`config.mk`:
```
export PLATFORM = sky130hd
export DESIGN_NAME = decoder24_hold
export DESIGN_NICKNAME = d
export VERILOG_FILES = /design/src/rtl/decoder24_hold.sv
export SDC_FILE = /design/constraint.sdc
export NUM_CORES = 1
export LEC_CHECK = 0
export ABC_AREA = 0
export CORE_UTILIZATION = 48
export DETAILED_ROUTE_END_ITERATION = 7
export PLACE_DENSITY = 0.8
export SKIP_CTS_REPAIR_TIMING = 1
export SLEW_MARGIN = 20
export SYNTH_ARGS = -nofsm -noshare
export SYNTH_HDL_FRONTEND = slang
export SYNTH_SLANG_ARGS = --single-unit
```
`constraint.sdc`:
```
create_clock -name clock -period 2.5 [get_ports clock]
set_input_delay 0.375 -clock clock [delete_from_list [all_inputs] [get_ports clock]]
set_output_delay 0.375 -clock clock [all_outputs]
set_load 0.005 [all_outputs]
```
`src/rtl/decoder24_hold.sv`:
```
// rtl/decoder24_hold.sv - 2-to-4 one-hot decoder that holds each result for HOLD_CYCLES cycles (optional accept counter: DECODER24_HOLD_COUNT_EN)
module decoder24_hold #(
    parameter int HOLD_CYCLES = 4
) (
    input  logic       clock,
    input  logic       reset,
    input  logic       io_in_valid,
    output logic       io_in_ready,
    input  logic [1:0] io_in_bits,
    input  logic       io_en,
    output logic [3:0] io_y,
    output logic       io_y_valid
`ifdef DECODER24_HOLD_COUNT_EN
    ,
    output logic [7:0] io_count
`endif
);

    typedef enum logic {
        IDLE = 1'b0,
        HOLD = 1'b1
    } state_t;

    localparam logic [7:0] LAST_CNT = 8'(HOLD_CYCLES - 1);

    state_t     state_q, state_d;
    logic [7:0] cnt_q, cnt_d;
    logic [3:0] y_q, y_d;
    logic       last_cycle;
    logic       accept;

    // Ready in IDLE and in the final hold cycle so back-to-back codes need no gap.
    assign last_cycle  = (state_q == HOLD) && (cnt_q == LAST_CNT);
    assign io_in_ready = (state_q == IDLE) || last_cycle;
    assign accept      = io_in_valid && io_in_ready;
    assign io_y        = y_q;
    assign io_y_valid  = (state_q == HOLD);

    // Next-state: load a new code on accept, otherwise count through the hold window.
    always_comb begin
        state_d = state_q;
        cnt_d   = cnt_q;
        y_d     = y_q;
        if (accept) begin
            state_d = HOLD;
            cnt_d   = 8'd0;
            y_d     = io_en ? (4'b0001 << io_in_bits) : 4'b0000;
        end else if (state_q == HOLD) begin
            if (last_cycle) begin
                state_d = IDLE;
                cnt_d   = 8'd0;
                y_d     = 4'b0000;
            end else begin
                cnt_d = cnt_q + 8'd1;
            end
        end
    end

    // State, hold counter and output register; reset discards any held code.
    always_ff @(posedge clock or negedge reset) begin
        if (!reset) begin
            state_q <= IDLE;
            cnt_q   <= 8'd0;
            y_q     <= 4'b0000;
        end else begin
            state_q <= state_d;
            cnt_q   <= cnt_d;
            y_q     <= y_d;
        end
    end

`ifdef DECODER24_HOLD_COUNT_EN
    logic [7:0] count_q;

    // Accept counter, wraps naturally at 8 bits.
    always_ff @(posedge clock or negedge reset) begin
        if (!reset) begin
            count_q <= 8'd0;
        end else if (accept) begin
            count_q <= count_q + 8'd1;
        end
    end

    assign io_count = count_q;
`endif

endmodule

```
==> impl_metrics.env <==
export IMPL_antenna_found_initial=0
export IMPL_path_max_fanout=6
export IMPL_syn2layout_area_growth_pct=31.35
export IMPL_slowest_stage="or4_4"
export IMPL_synth_seq_cells=13
export IMPL_drv_slew=0
export IMPL_cts_buffer_depth=2
export IMPL_p_per_area_mw_per_mm2=1113
export IMPL_core_region_area_sq_mm=0.001156
export IMPL_drc_errors=0
export IMPL_synthArstFlopShare_pct=100.0
export IMPL_postRouteAntennaNets=0
export IMPL_overflow=0
export IMPL_io_pins=12
export IMPL_cts_tree="built"
export IMPL_multi_input_area_sq_um=281.5
export IMPL_placed_cells=85
export IMPL_vias=532
export IMPL_fin_nets=88
export IMPL_dpl_worst_slack_ps=174.0
export IMPL_avgSynthCellArea_sq_um=10.51
export IMPL_h_tree_depth=1
export IMPL_crit_type="flip-flop to output pin"
export IMPL_worstHoldPathType="input port to asynchronous set/reset pin"
export IMPL_critPathCaptureType="output pin"
export IMPL_status="completed"
export IMPL_clk_latency_ps=270
export IMPL_synthTopCellsByCount="dfrtp_1, nand2_1, inv_1, o21ai_0"
export IMPL_dpl_hpwl_microns=993.8
export IMPL_cp_top_family="simple AND/OR/NAND/NOR gates"
export IMPL_finalSetupViolCount=0
export IMPL_ys_seq_area_share_pct=51.59
export IMPL_worst_slew_pin_slew_ps=547.3
export IMPL_syn_inst=60
export IMPL_cp_arrival_ps=1890
export IMPL_relSlewSlack_pct=63.40
export IMPL_yosysWarningCount=0
export IMPL_period_share_pct=90.48
export IMPL_fin_ws_ps=237.9
export IMPL_drive_gt1_share_pct=17.50
export IMPL_dr_pass1_iters=4
export IMPL_n_fill_cell=90
export IMPL_grt_max_degree=14
export IMPL_port_buffers=11
export IMPL_rsz0062_at_grt="no"
export IMPL_fp_dieH_microns=38.25
export IMPL_synth_top_area_share_pct=51.59
export IMPL_synth_largest_area_cell="dfrtp_1"
export IMPL_place_congestion=0.8424
export IMPL_grt_pass1_vias=491
export IMPL_rows=12
export IMPL_max_freq_mhz=442.1
export IMPL_netlist_area_sq_um=630.6
export IMPL_synth_most_common_cell="dfrtp_1"
export IMPL_drt_iter0_markers=16
export IMPL_avgViaCountPerCell=5.660
export IMPL_startpoint_type="flip-flop"
export IMPL_post_layout_nonfiller_instances=94
export IMPL_totalWireLength_mm=1.403
export IMPL_hold_viol=0
export IMPL_crit_required_ps=2120
export IMPL_ys_flop_type="dfrtp_1"
export IMPL_clk_pin_slew_ps=80
export IMPL_synth_cell_types=25
export IMPL_die_x_microns=38.25
export IMPL_power_mw=0.9221
export IMPL_fin_tns_setup_ps=0
export IMPL_wl_per_cell_microns=14.93
export IMPL_ir_drop_uv=611.9
export IMPL_synthTopCellsByArea="dfrtp_1, o21ai_0, nand2_1"
export IMPL_start_util_pct=54.55
export IMPL_power_leakage_nw=0.3747
export IMPL_min_period_ps=2262
export IMPL_slowest_delay_ps=540
export IMPL_cts_sinks=13
export IMPL_grt_pass1_wl_mm=2.208
export IMPL_syn_nets=67
export IMPL_finClkSkew_ps=3.737
export IMPL_cp_num_buf_inv=2
export IMPL_grt_total_usage_pct=22.48
export IMPL_synth_edf_count=0
export IMPL_regArea_sq_um=325.3
export IMPL_root_buffer="clkbuf_4"
export IMPL_diodes=0
export IMPL_maxCapViolCount=0
export IMPL_cts_buffers=3
export IMPL_crit_chain="or4_4 > o41a_4 > clkinv_4 > dlymetal6s2s_1"
export IMPL_die_area_sq_mm=0.001463
power by group:
part | total (mW) | switching [mW] | internal, mW | leakage (nW)
clock | 0.128 | 0.0661 | 0.0619 | 0.0150
combinational | 0.445 | 0.189 | 0.256 | 0.190
sequential | 0.350 | 0.0691 | 0.280 | 0.170
total | 0.922 | 0.324 | 0.598 | 0.375
cell type report:
type,count,area share (%)
multi-input cells,41,33.99
flip-flops and latches,13,39.27
well taps,14,2.115
repair buffers,16,18.13
clock buffers,4,3.172
inverters,6,3.323
worst paths after layout:
check | endpoint | slack (ps) | cells past startpoint | start
setup / recovery | io_in_ready | 240 | 4 | cnt_q[4]$_DFFE_PN0P_
hold / removal | io_y[0]$_DFFE_PN0P_ | 450 | 1 | reset
setup reg to reg | io_y[1]$_DFFE_PN0P_ | 440 | 6 | cnt_q[4]$_DFFE_PN0P_
hold reg to reg | io_y[2]$_DFFE_PN0P_ | 500 | 1 | io_y[2]$_DFFE_PN0P_
max in group asynchronous | cnt_q[7]$_DFFE_PN0P_ | 1690 | 1 | reset
min in group clock | io_y[2]$_DFFE_PN0P_ | 500 | 1 | io_y[2]$_DFFE_PN0P_
kinds of logic after synthesis:
kind of cell | count (synthesis) | share of synthesized area [%]
buffers and inverters | 6 | 4.366
xor gates and xnor gates | 1 | 1.389
muxes | 2 | 3.175
and+or+nand+nor | 20 | 16.67
DFF | 13 | 51.59
AOI/OAI and AO/OA | 17 | 20.83
adders and majority gates | 1 | 1.984
layout by cell type, fill, tap and decap left out, drive strengths merged:
cell	synthesis	routed
a22o	3	3
o21ai	6	6
nor2	3	3
xnor2	1	1
o41a	1	1
o2bb2ai	2	2
clkbuf	0	4
nand4	2	2
buf	0	5
and3	1	1
o31ai	1	1
nor3	1	1
clkdlybuf4s50	0	10
or3	2	2
a21oi	3	3
o22a	1	1
or2b	1	1
or4	1	1
nand3	2	2
nand2	6	6
clkinv	1	1
mux2i	2	2
and4	1	1
dlymetal6s2s	0	1
ha	1	1
dfrtp	13	13
inv	5	5
worst reg2reg max path, stage by stage (launching register included):
cell	delay, ps
dfrtp_1	390
or4_4	540
o41a_4	490
clkinv_4	80
buf_4	120
o21ai_2	80
a22o_1	250
layer usage:
| metal | wire, microns | global-route usage, % | part of all wire, % | vias to the layer above |
|---|---|---|---|---|
| met1 | 671 | 29.81 | 48 | 254 |
| met3 | 55 | 5.233 | 3.9 | 0 |
| li1 | - | - | - | 261 |
| met5 | 0 | 0 | 0 | - |
| met4 | 0 | 8.036 | 0 | 0 |
| met2 | 676 | 35.59 | 48 | 17 |
registers in the layout (all words and copies together) (netlist names):
signal and cells:
cnt_q 8, io_y 4, io_y_valid 1
per-stage QoR:
step / utilization, % / cell area (sq um) / hold WS, ps
2_1_floorplan: - / 630.6 / 79.41
3_3_place_gp: 65.58 / 758.2 / 478.7
3_5_place_dp: 65.58 / 758.2 / 490.3
4_1_cts: 67.86 / 784.5 / 465.6
5_1_grt: 71.65 / 828.3 / 511.8
6_report: 71.65 / 828.3 / 450.9
No activity file was read; power rests on OpenSTA's default activity.
==> variant 1, RTL diff (config.mk and constraints unchanged) <==
`y_q` no longer has a reset.
--- a/src/rtl/decoder24_hold.sv
+++ b/src/rtl/decoder24_hold.sv
@@ -61,12 +61,14 @@
         if (!reset) begin
             state_q <= IDLE;
             cnt_q   <= 8'd0;
-            y_q     <= 4'b0000;
         end else begin
             state_q <= state_d;
             cnt_q   <= cnt_d;
-            y_q     <= y_d;
         end
+    end
+
+    always_ff @(posedge clock) begin
+        y_q <= y_d;
     end
 
 `ifdef DECODER24_HOLD_COUNT_EN
Function: changed (a bounded check fails within 4 cycles, from zero or initial values and one cycle with reset low).
==> variant 1 against the unedited design <==
- worst hold slack got worse by 61 ps
- synthesized area rose by 6.0%
- cell area is 10% higher
- non-clock buffer count rose by 5
- sequential cell count unchanged
- worst setup slack got worse by 200 ps
- sequential share of layout area decreased by 1.4 points
- core utilization down 1.4 points
- wire length increased by 14%
- critical path type unchanged
- critical endpoint unchanged
- highest routed layer is now met4
Power is not compared: it rests on default switching activity, and its combinational part moved more than twofold at a synthesized area within 25%.
==> variant 1: results (changes against the unedited design) <==
- The number of cells in the finished layout apart from fillers came to 97 (+3.2%).
- The number of nets in the synthesized netlist is 64 (-4.5%).
- The share of layout cells above drive strength 1 is 26.8% (+9.3 points).
- The final weighted congestion of routability-driven global placement is 0.758 (-10%).
- The placed instance count is 83 (-2.4%).
- The first-pass iteration count of the detailed router is 6 (+2).
- The global-route wire length before repair is 2060 um (-6.9%).
- The number of global-route vias before repair is 455 (-7.3%).
- The detailed-route wire length per cell is 16.6 um (+11%).
- The share of the clock period used by the worst path is 98.4% (+7.9 points).
- The cell at the root of the clock tree is sky130_fd_sc_hd__clkbuf_4.
- The largest net degree at the start of global routing came to 10 (-4).
- The largest incremental delay on the critical path is 510 ps (-30 ps).
- The post-synthesis average cell area was 11.7 um2 (+12%).
- Sorting the synthesized cells by how often they occur yields 9 x sky130_fd_sc_hd__dfrtp_1, 7 x sky130_fd_sc_hd__nand2_1, 4 x sky130_fd_sc_hd__edfxtp_1, 4 x sky130_fd_sc_hd__o21ai_0.
- On the critical path the largest part of the delay comes from buffers and inverters.
- The overall global routing resource usage is 21.6% (-0.87 points).
- The HPWL after detailed placement is 952 um (-4.2%).
- The worst setup slack for register-to-register paths was 560 ps (+120 ps).
- The worst reg-to-reg path cell count was 3 (-3).
- The number of synthesized flops with an enable pin was 4 (+4).
- The worst register-to-register path ends at io_y[1]$_SDFFCE_PP0P_.
- The setup slack at placement came to 178 ps (+4.34 ps).
- The number of design-rule violations left by the first detailed-router iteration is 20 (+4).
- The number of distinct library cell variants in the gate-level netlist after synthesis came to 26 (+4.0%).
- The slew at the pin closest to its max-slew limit is 473 ps (-73.8 ps).
- The critical path endpoint is io_in_ready.
- The async set or reset register ratio after synthesis is 69.2% (-31 points).
- The number of vias per cell is 5.81 (+2.7%).
- The post-route clock skew was 1.76 ps (-1.97 ps).
- The data arrival time of the critical path is 2080 ps (+190 ps).
- The highest net fanout along the worst path was 4 (-2).
- The flow ran to the end, and the final reports show no timing, DRC or antenna violations.
- The number of H-tree levels came to 1 (unchanged).
- The critical path starts at cnt_q[0]$_DFFE_PN0P_.
- On the critical path, the stage with the largest delay is an instance of sky130_fd_sc_hd__clkdlybuf4s50_1.
- In the post-synthesis netlist, the biggest area contributors are sky130_fd_sc_hd__dfrtp_1 34%, sky130_fd_sc_hd__edfxtp_1 18%, sky130_fd_sc_hd__nor4b_4 7.1%.
- The count of nets after finishing is 90 (+2.3%).
-- variant 1: kinds of logic after synthesis --
family	count (synthesis)	share of synthesized area [%]
AND/OR/NAND/NOR	26	27.5
AO/OA/AOI/OAI	13	15.2
flip-flops	13	51.7
XOR/XNOR	2	2.62
buffers and inverters	2	1.12
adder cells (fa/ha/maj)	1	1.87
-- variant 1: how the worst min path moves through the flow --
stage / to / slack (ps) / cells past startpoint
final: cnt_q[3]$_DFFE_PN0P_ / 390 / 1
after global routing: cnt_q[7]$_DFFE_PN0P_ / 430 / 1
after CTS: cnt_q[3]$_DFFE_PN0P_ / 390 / 1
after detailed placement: cnt_q[0]$_DFFE_PN0P_ / 500 / 1
after global placement: cnt_q[0]$_DFFE_PN0P_ / 490 / 1
after floorplan: cnt_q[0]$_DFFE_PN0P_ / 80 / 0
-- variant 1: power breakdown --
part | leakage (nW) | switching [mW] | internal [mW]
Combinational | 0.193 | 0.0109 | 0.00891
Clock | 0.0150 | 0.0694 | 0.0619
Sequential | 0.129 | 0 | 0.218
Total | 0.337 | 0.0803 | 0.289
-- variant 1: layout make-up --
type	count	area (um2)
inverter	2	7.51
clock buffer	4	26.3
timing repair buffer	21	185
multi-input combinational	42	330
fill	91	387
sequential	13	347
tap	15	18.8
-- variant 1: layer usage --
layer | GRT usage (%) | vias up | part of all wire, % | routed length (um)
met5 | 0 | - | 0 | 0
met4 | 15.5 | 0 | 3.4 | 54
met3 | 1.70 | 8 | 3.6 | 58
met2 | 34.2 | 20 | 52 | 837
met1 | 27.7 | 269 | 41 | 655
li1 | - | 267 | - | -
-- variant 1: per-stage QoR --
stage / area (um2) / power, mW
2_1_floorplan: 668 / 0.226
3_3_place_gp: 797 / 0.241
3_5_place_dp: 797 / 0.241
4_1_cts: 823 / 0.373
5_1_grt: 915 / 0.382
6_report: 915 / 0.369
==> variant 2, RTL diff (same flow settings) <==
Made on the original files. The option `DECODER24_HOLD_COUNT_EN` is turned on by a define.
--- a/src/rtl/decoder24_hold.sv
+++ b/src/rtl/decoder24_hold.sv
@@ -1,4 +1,6 @@
 // rtl/decoder24_hold.sv - 2-to-4 one-hot decoder that holds each result for HOLD_CYCLES cycles (optional accept counter: DECODER24_HOLD_COUNT_EN)
+`define DECODER24_HOLD_COUNT_EN
+
 module decoder24_hold #(
     parameter int HOLD_CYCLES = 4
 ) (
Function (old outputs only; new: io_count): kept (equiv_simple and equiv_induct, registers matched by name and starting in step).
==> variant 2 against the unedited design <==
- register-to-register slack better by 320 ps
- sequential cell count up 8
- synthesized area up 59%
- count of clock-buffer cells in the layout unchanged
- wire length up 35%
- die area up 56%
- worst setup slack worse by 140 ps
- final cell count up 50%
- critical path depth unchanged
- combinational power up 15%
- power up 32%
- cell area up 51%
- critical endpoint unchanged
==> variant 2: results (changes against the unedited design) <==
- The sequential-to-total area share from yosys stat is 52.4% (+0.78 points).
- In this run the critical register-to-register path is captured at io_count[1]$_DFFE_PN0P_.
- The run finished with clean final reports.
- The worst setup slack for register-to-register paths was 760 ps (+320 ps).
- The relative contribution of the clock network to total power came to 12.6% (-1.3 points).
- The library cell contributing the largest single delay on the critical path is sky130_fd_sc_hd__clkdlybuf4s50_1.
- The switching share of total power is 36.5% (+1.4 points).
- The post-route clock skew was 1.13 ps (-2.61 ps).
- The fill cell instance count of the final layout is 181 (+100%).
- Sorting the synthesized cells by how often they occur yields 21 x sky130_fd_sc_hd__dfrtp_1, 10 x sky130_fd_sc_hd__nand2_1, 6 x sky130_fd_sc_hd__nand3_1, 6 x sky130_fd_sc_hd__nor2_1, 6 x sky130_fd_sc_hd__xnor2_1.
- The number of design-rule violations left by the first detailed-router iteration was 17 (+1).
- The number of I/O port buffers is 19 (+8).
- The total vias in the final route came to 769 (+45%).
- The total power is 1.22 mW (+32%).
- By area the synthesized netlist is led by sky130_fd_sc_hd__dfrtp_1 52%, sky130_fd_sc_hd__xnor2_1 5.2%, sky130_fd_sc_hd__nand2_1 3.7%.
- The number of nets in the synthesized netlist is 101 (+51%).
- The data arrival time of the critical path came to 2030 ps (+140 ps).
- The HPWL after detailed placement is 1390 um (+39%).
- Among cell families on the critical path, the largest total delay comes from buffers and inverters.
- The final weighted congestion of routability-driven global placement came to 0.863 (+2.4%).
- The slew at the pin closest to its max-slew limit is 457 ps (-90.1 ps).
- The largest net degree at the start of global routing is 22 (+8).
- The worst hold slack is 421 ps (-30.2 ps).
- The number of global-route vias before repair was 648 (+32%).
- The share of layout cells above drive strength 1 is 9.65% (-7.9 points).
- The reg-to-reg critical path startpoint is cnt_q[5]$_DFFE_PN0P_.
- The global-route wire length before repair came to 2790 um (+27%).
- The clock edge transition at the registers on the reported setup and hold paths came to 100 ps (+20 ps).
- The worst reg-to-reg path cell count is 3 (-3).
- The static leakage is 0.554 nW (+48%).
- The power in combinational cells is 0.511 mW (+15%).
- The count of nets after finishing came to 123 (+40%).
variant 2: cell types whose count changed after synthesis, moves of 3 or more:
cell | unedited run | this run
sky130_fd_sc_hd__a31oi_1 | 0 | 3
sky130_fd_sc_hd__a41oi_1 | 0 | 3
sky130_fd_sc_hd__dfrtp_1 | 13 | 21
sky130_fd_sc_hd__nand2_1 | 6 | 10
sky130_fd_sc_hd__nand3_1 | 2 | 6
sky130_fd_sc_hd__nand4_1 | 2 | 5
sky130_fd_sc_hd__nor2_1 | 3 | 6
sky130_fd_sc_hd__xnor2_1 | 1 | 6
sky130_fd_sc_hd__xor2_1 | 0 | 4
variant 2: logic make-up (layout without fill, tap and decap cells):
kind of cell    Yosys count  in the layout  synth area share [%]
compound gates           16             16                  12.0
xor+xnor                 10             10                  8.73
fa+ha+maj                 2              2                  2.49
buf+inv                   7             28                  3.74
flops                    21             21                  52.4
mux                       1              1                  1.12
simple gates             36             36                  19.6
variant 2: metrics by stage:
step	worst slack, ps	util, %	instances
after global routing	-29.4	63.9	141
after floorplan	893	-	93
after detailed placement	250	61.8	137
after global placement	387	61.8	137
after CTS	-70.1	63.1	141
final	96.3	63.9	141
variant 2: layer usage:
layer	vias up	part of all wire (%)	track usage [%]
met1	370	45	22.7
li1	381	-	-
met3	2	4.1	4.53
met5	-	0	0
met4	0	0.63	8.33
met2	16	50	30.5
variant 2: final cells by class:
| class | instances | area share (%) |
|---|---|---|
| clock buffers | 4 | 2.10 |
| inverters | 4 | 1.20 |
| multi-input cells | 65 | 36.3 |
| flip-flops and latches | 21 | 41.9 |
| well taps | 27 | 2.69 |
| repair buffers | 20 | 15.8 |
